<file path="src/rtl/temp_display_driver.sv">
// -----------------------------------------------------------------------------
// temp_display_driver
//
// Takes the 7-bit converted temperature and C/F flag from the conversion
// stage, turns it into BCD with a one-shift-per-cycle double-dabble engine,
// and drives a 4-digit multiplexed active-low seven-segment display.
//
// Display slots (by scan index):
//   0 -> an[0] unit letter ('C' or 'F')
//   1 -> an[1] ones
//   2 -> an[2] tens
//   3 -> an[3] hundreds
//
// Ports:
//   clk    in   1  system clock, rising edge
//   reset  in   1  synchronous, active-high reset
//   data   in   7  temperature 0..127
//   unit   in   1  0 = Celsius, 1 = Fahrenheit
//   load   in   1  one-cycle capture strobe (ignored while busy)
//   busy   out  1  high while a conversion is in progress
//   done   out  1  one-cycle pulse when new digits are committed
//   an     out  4  anode enables, active-low, one-hot-low
//   seg    out  7  segments {g,f,e,d,c,b,a}, active-low
//
// Parameters:
//   REFRESH_DIV  clock cycles per digit slot (>= 2)
//   CNT_W        refresh counter width, 2**CNT_W >= REFRESH_DIV
//
// Optional feature macro: BLANK_LEADING_ZEROS_EN
//   When defined, a zero hundreds digit is blanked, and the tens digit is
//   blanked when both hundreds and tens are zero. Ones is always shown.
// -----------------------------------------------------------------------------
module temp_display_driver #(
   parameter int REFRESH_DIV = 100000,
   parameter int CNT_W       = 17
) (
   input  logic       clk,
   input  logic       reset,
   input  logic [6:0] data,
   input  logic       unit,
   input  logic       load,
   output logic       busy,
   output logic       done,
   output logic [3:0] an,
   output logic [6:0] seg
);

   localparam logic [CNT_W-1:0] REF_LAST = CNT_W'(REFRESH_DIV - 1);
   localparam logic [2:0]       ITER_LAST = 3'd6;

   localparam logic [6:0] SEG_C     = 7'b1000110;
   localparam logic [6:0] SEG_F     = 7'b0001110;
   localparam logic [6:0] SEG_BLANK = 7'b1111111;

   typedef enum logic [1:0] {
      S_IDLE    = 2'd0,
      S_CONVERT = 2'd1,
      S_COMMIT  = 2'd2
   } state_t;

   // Decimal digit to active-low gfedcba pattern; non-decimal codes blank.
   function automatic logic [6:0] digit_to_seg(input logic [3:0] d);
      logic [6:0] s;
      case (d)
         4'd0:    s = 7'b1000000;
         4'd1:    s = 7'b1111001;
         4'd2:    s = 7'b0100100;
         4'd3:    s = 7'b0110000;
         4'd4:    s = 7'b0011001;
         4'd5:    s = 7'b0010010;
         4'd6:    s = 7'b0000010;
         4'd7:    s = 7'b1111000;
         4'd8:    s = 7'b0000000;
         4'd9:    s = 7'b0010000;
         default: s = SEG_BLANK;
      endcase
      return s;
   endfunction

   // Double-dabble pre-shift correction for one BCD nibble.
   function automatic logic [3:0] dabble_adj(input logic [3:0] n);
      return (n >= 4'd5) ? (n + 4'd3) : n;
   endfunction

   // ---------------------------------------------------------------------------
   // State and registers
   // ---------------------------------------------------------------------------
   state_t           state_q, state_d;
   logic [6:0]       src_q, src_d;          // captured data, shifted out MSB first
   logic [8:0]       bcd_q, bcd_d;          // {H, T[3:0], O[3:0]} accumulator
   logic [2:0]       iter_q, iter_d;
   logic             unit_cap_q, unit_cap_d;

   logic             hund_q, hund_d;
   logic [3:0]       tens_q, tens_d;
   logic [3:0]       ones_q, ones_d;
   logic             unit_q, unit_d;

   logic [CNT_W-1:0] refresh_q, refresh_d;
   logic [1:0]       idx_q, idx_d;

   // One double-dabble step: correct ones/tens, then shift in the next MSB.
   // The hundreds bit is only ever set by the final shift (value <= 127),
   // so the old bcd_q[8] is always zero when it falls off the top.
   logic [3:0] ones_adj, tens_adj;
   logic [8:0] bcd_step;

   always_comb begin
      ones_adj = dabble_adj(bcd_q[3:0]);
      tens_adj = dabble_adj(bcd_q[7:4]);
      bcd_step = {tens_adj, ones_adj, src_q[6]};
   end

   // ---------------------------------------------------------------------------
   // FSM next-state and datapath
   // ---------------------------------------------------------------------------
   always_comb begin
      state_d    = state_q;
      src_d      = src_q;
      bcd_d      = bcd_q;
      iter_d     = iter_q;
      unit_cap_d = unit_cap_q;
      hund_d     = hund_q;
      tens_d     = tens_q;
      ones_d     = ones_q;
      unit_d     = unit_q;
      busy       = 1'b0;
      done       = 1'b0;

      case (state_q)
         S_IDLE: begin
            if (load) begin
               src_d      = data;
               unit_cap_d = unit;
               bcd_d      = 9'd0;
               iter_d     = 3'd0;
               state_d    = S_CONVERT;
            end
         end

         S_CONVERT: begin
            busy  = 1'b1;
            bcd_d = bcd_step;
            src_d = {src_q[5:0], 1'b0};
            if (iter_q == ITER_LAST) begin
               state_d = S_COMMIT;
            end else begin
               iter_d = iter_q + 3'd1;
            end
         end

         S_COMMIT: begin
            // A load arriving here is dropped on purpose: no queueing.
            busy    = 1'b1;
            done    = 1'b1;
            hund_d  = bcd_q[8];
            tens_d  = bcd_q[7:4];
            ones_d  = bcd_q[3:0];
            unit_d  = unit_cap_q;
            state_d = S_IDLE;
         end

         default: begin
            state_d = S_IDLE;
         end
      endcase
   end

   // ---------------------------------------------------------------------------
   // Refresh scan, free-running and independent of the FSM
   // ---------------------------------------------------------------------------
   always_comb begin
      refresh_d = refresh_q + CNT_W'(1);
      idx_d     = idx_q;
      if (refresh_q == REF_LAST) begin
         refresh_d = '0;
         idx_d     = idx_q + 2'd1;
      end
   end

   always_ff @(posedge clk) begin
      if (reset) begin
         state_q    <= S_IDLE;
         src_q      <= '0;
         bcd_q      <= '0;
         iter_q     <= '0;
         unit_cap_q <= 1'b0;
         hund_q     <= 1'b0;
         tens_q     <= '0;
         ones_q     <= '0;
         unit_q     <= 1'b0;
         refresh_q  <= '0;
         idx_q      <= '0;
      end else begin
         state_q    <= state_d;
         src_q      <= src_d;
         bcd_q      <= bcd_d;
         iter_q     <= iter_d;
         unit_cap_q <= unit_cap_d;
         hund_q     <= hund_d;
         tens_q     <= tens_d;
         ones_q     <= ones_d;
         unit_q     <= unit_d;
         refresh_q  <= refresh_d;
         idx_q      <= idx_d;
      end
   end

   // ---------------------------------------------------------------------------
   // Digit segment selection
   // ---------------------------------------------------------------------------
   logic [6:0] seg_hund, seg_tens, seg_ones, seg_unit;

   always_comb begin
      seg_hund = digit_to_seg({3'b000, hund_q});
      seg_tens = digit_to_seg(tens_q);
      seg_ones = digit_to_seg(ones_q);
      seg_unit = unit_q ? SEG_F : SEG_C;
`ifdef BLANK_LEADING_ZEROS_EN
      if (!hund_q) begin
         seg_hund = SEG_BLANK;
         if (tens_q == 4'd0) begin
            seg_tens = SEG_BLANK;
         end
      end
`else
      // All numeric slots always show their digit, leading zeros included.
`endif
   end

   always_comb begin
      an  = 4'b1111;
      seg = SEG_BLANK;
      case (idx_q)
         2'd0: begin an = 4'b1110; seg = seg_unit; end
         2'd1: begin an = 4'b1101; seg = seg_ones; end
         2'd2: begin an = 4'b1011; seg = seg_tens; end
         2'd3: begin an = 4'b0111; seg = seg_hund; end
         default: begin an = 4'b1111; seg = SEG_BLANK; end
      endcase
   end

endmodule

</file>
<file path="config.mk">
export PLATFORM = sky130hd
export DESIGN_NAME = temp_display_driver
export DESIGN_NICKNAME = d
export VERILOG_FILES = /design/src/rtl/temp_display_driver.sv
export SDC_FILE = /design/constraint.sdc
export NUM_CORES = 1
export LEC_CHECK = 0
export ABC_AREA = 1
export BUFFER_PORTS_ARGS = -buffer_cell sky130_fd_sc_hd__buf_2
export CAP_MARGIN = 20
export CORE_AREA = 2 2 70 106
export CTS_CLUSTER_DIAMETER = 50
export DETAILED_ROUTE_END_ITERATION = 12
export DIE_AREA = 0 0 72 108
export PLACE_DENSITY = 0.68
export SYNTH_ARGS = -nofsm -noshare
export SYNTH_HDL_FRONTEND = slang
export SYNTH_SLANG_ARGS = --single-unit
</file>
<file path="constraint.sdc">
create_clock -name clk -period 1.9 [get_ports clk]
set_input_delay 0.095 -clock clk [delete_from_list [all_inputs] [get_ports clk]]
set_output_delay 0.095 -clock clk [all_outputs]
set_load 0.02 [all_outputs]
</file>
==> impl_metrics.toml <==
[cells_and_area]
final_cell_mix = "106 x nand2_1, 64 x dfxtp_1, 57 x nor2_1"
final_common_cell = "nand2_1"
finalCoreUtilization_pct = 55.93
multi_input_area_um2 = 1762
nets = 531
drive_above_1_share_pct = 15.83
fin_area_um2 = 3806
fillers = 659
insertedDiodeCount = 0
area_delta_synth_final_pct = 13.98
register_area_um2 = 1303

[worst_setup_path]
r2r_slack_ns = 0.20
critPathArrivalTime_ns = 1.64
critPathCaptureType = "primary output"
cp-start-kind = "flip-flop"
path_cells = "inv_1 > ha_1 > a21oi_1 > nand3_1 > o21ai_0 > inv_1 > buf_2"
crit_top_cell = "inv_1"
r2r-end = "seg_ones[3]$_DFF_P_"
required_ns = 1.80
slowest_delay_ns = 0.38
crit_type = "reg -> out"
r2r_start = "state_q[0]$_SDFFE_PP0P_"
path_max_fanout = 8
cp.depth = 7
path_delay_family = "flip-flops"
r2r_cells = 8
critical_path.slowest_cell = "dfxtp_2"
worst-path-buf-inv = 3

[route]
wl_per_cell_um = 11.08
ant_nets = 0
drt_wl_total_um = 6395
drc_errors = 0
drt_iter0_markers = 144
dr.pass1.iters = 4
vias = 2929
routed_via_density = 5.076

[clocking]
insertion_delay_ns = 0.34
cts.sinks = 65
path_clk_slew_ns = 0.07
numCtsBuffers = 9
cts-htree-levels = 3
cts_root_buf = "clkbuf_8"
cts_tree = "yes"
cts_max_path_buffers = 2
hold_buffers = 0

[yosys]
synth_nets = 496
synth_area_per_cell_um2 = 7.275
synthSimpleGateAreaFrac_pct = 28.29
syn_inst = 459
synthMuxAreaShare_pct = 0
netlist_area_um2 = 3339
yosys.area.top_type = "dfxtp_1"
synth_top_family_by_area = "simple AND/OR/NAND/NOR gates"
ys_seq_area_share_pct = 38.97
ys_types = 32
synth_top_area_share_pct = 38.97
synth_compound_area_share_pct = 12.81
ys_top_cells_by_area = "dfxtp_1 39%, nand2_1 12%, ha_1 9.7%"
synth_xor_area_share_pct = 1.836
yosysWarningCount = 0
ys_seq_elements = 65
synthAdderAreaFrac_pct = 9.741

[grt]
grt_max_degree = 18
grt_pass1_vias = 2573
grt_pass1_wl_um = 11010
overflow = 0
grt_use_total_pct = 17.99
antenna_found_initial = 0

[timing]
layout_min_cycle_time_ns = 1.737
fin_crit_sh_pct = 91.42
hold_viol = 0
worstMarginPinSlew_ns = 0.3438
slew_viol_final = 0
fmax_mhz = 575.7
fin_skew_ns = 0.007527
setup_viol = 0
rsz0062_at_grt = "false"
tns_ns = 0
maxSlewHeadroom_pct = 77.00

[floorplan]
fp.dieW_um = 72
core_area_um2 = 6805
start_util_pct = 49.07
rows = 37
io_pins = 24
dieArea_um2 = 7776
die-height_um = 108

[pwr]
p_total_mw = 4.427
power_per_cell_area_nw_per_um2 = 1163
vdd_drop_max_v = 0.0006441
p_leak_nw = 1.697

[hold_path]
hold_class = "in -> reg"
min_to = "src_q[3]$_SDFFE_PP0P_"
worstHoldPathCells = 3
hp-start = "data[3]"

[place]
place_congestion = 0.8650
dp_hpwl_um = 4821
place_area_um2 = 3573
io_buffers = 23

[flow_run]
cap_violations = 0

[outcome]
status = "finished clean"
how the worst max path moves through the flow:
stage,from,end
2_1_floorplan,state_q[0]$_SDFFE_PP0P_,seg_ones[5]$_DFF_P_
3_3_place_gp,state_q[0]$_SDFFE_PP0P_,seg_ones[6]$_DFF_P_
3_5_place_dp,state_q[0]$_SDFFE_PP0P_,seg_ones[6]$_DFF_P_
4_1_cts,idx_q[0]$_SDFFE_PP0N_,seg[6]
5_1_grt,idx_q[1]$_SDFFE_PP0N_,seg[6]
6_report,idx_q[0]$_SDFFE_PP0N_,seg[6]
flip-flops by register name (all words and copies together) (netlist names):
register    cells
refresh_q      17
bcd_q           9
seg_ones        7
seg_tens        7
src_q           7
ones_q          4
tens_q          4
iter_q          3
idx_q           2
state_q         2
hund_q          1
unit_cap_q      1
unit_q          1
worst register-to-register path, delay by kind of cell, from the launching register on:
family	cells	cell delay, ns
buf+inv	3	0.27
compound gates	2	0.33
fa+ha+maj	2	0.58
flops	1	0.31
simple gates	1	0.10
cells by family (layout without fill, tap and decap cells):
logic type                 Yosys count  after routing
buffers and inverters               69            109
and+or+nand+nor                    218            218
adders and majority gates           26             26
AOI/OAI and AO/OA                   74             74
DFF                                 65             65
xor gates and xnor gates             7              7
final cells by class:
cell class	instances	area share (%)
Sequential cell	65	34.22
Tap cell	78	2.564
Inverter	60	5.917
Clock inverter	5	2.038
Multi-Input combinational cell	325	46.29
Timing Repair Buffer	33	4.997
Clock buffer	11	3.978
per-layer routing:
layer	GRT usage [%]	vias to the layer above	part of all wire, %
met5	0	-	0
met1	19.87	1330	44
met4	10.92	0	3.3
met3	3.448	17	2.4
li1	-	1538	-
met2	31.35	44	50
stage by stage:
step | setup WS, ns | instances | hold WS, ns
after global routing | 0.01102 | 577 | 0.01160
after global placement | 0.1929 | 561 | 0.3522
after CTS | 0.06540 | 577 | 0.001615
after detailed placement | 0.1309 | 561 | 0.3603
after floorplan | 0.02394 | 459 | 0.2546
final | 0.1629 | 577 | 0.01087
report_power, final:
part | switching (mW) | internal, mW | total, mW
Clock | 0.528 | 0.805 | 1.33
Sequential | 0.105 | 1.63 | 1.74
Combinational | 0.863 | 0.492 | 1.36
cells in the mapped netlist, drive strengths merged:
master / instances
or2: 4
a211oi: 1
nand4: 9
inv: 58
a221o: 2
a21oi: 25
and2: 1
o21ai: 40
buf: 5
a31oi: 6
ha: 26
xor2: 4
nand2: 111
clkbuf: 4
xnor2: 3
dfxtp: 65
clkinv: 2
nor2: 60
nand3: 33
what timing repair did:
action,in CTS,in global routing
gates resized for setup,0,3
hold endpoints to repair,0,0
setup buffers,0,0
setup endpoints to repair,0,9
Note: power is estimated with default switching activity, not from simulation.
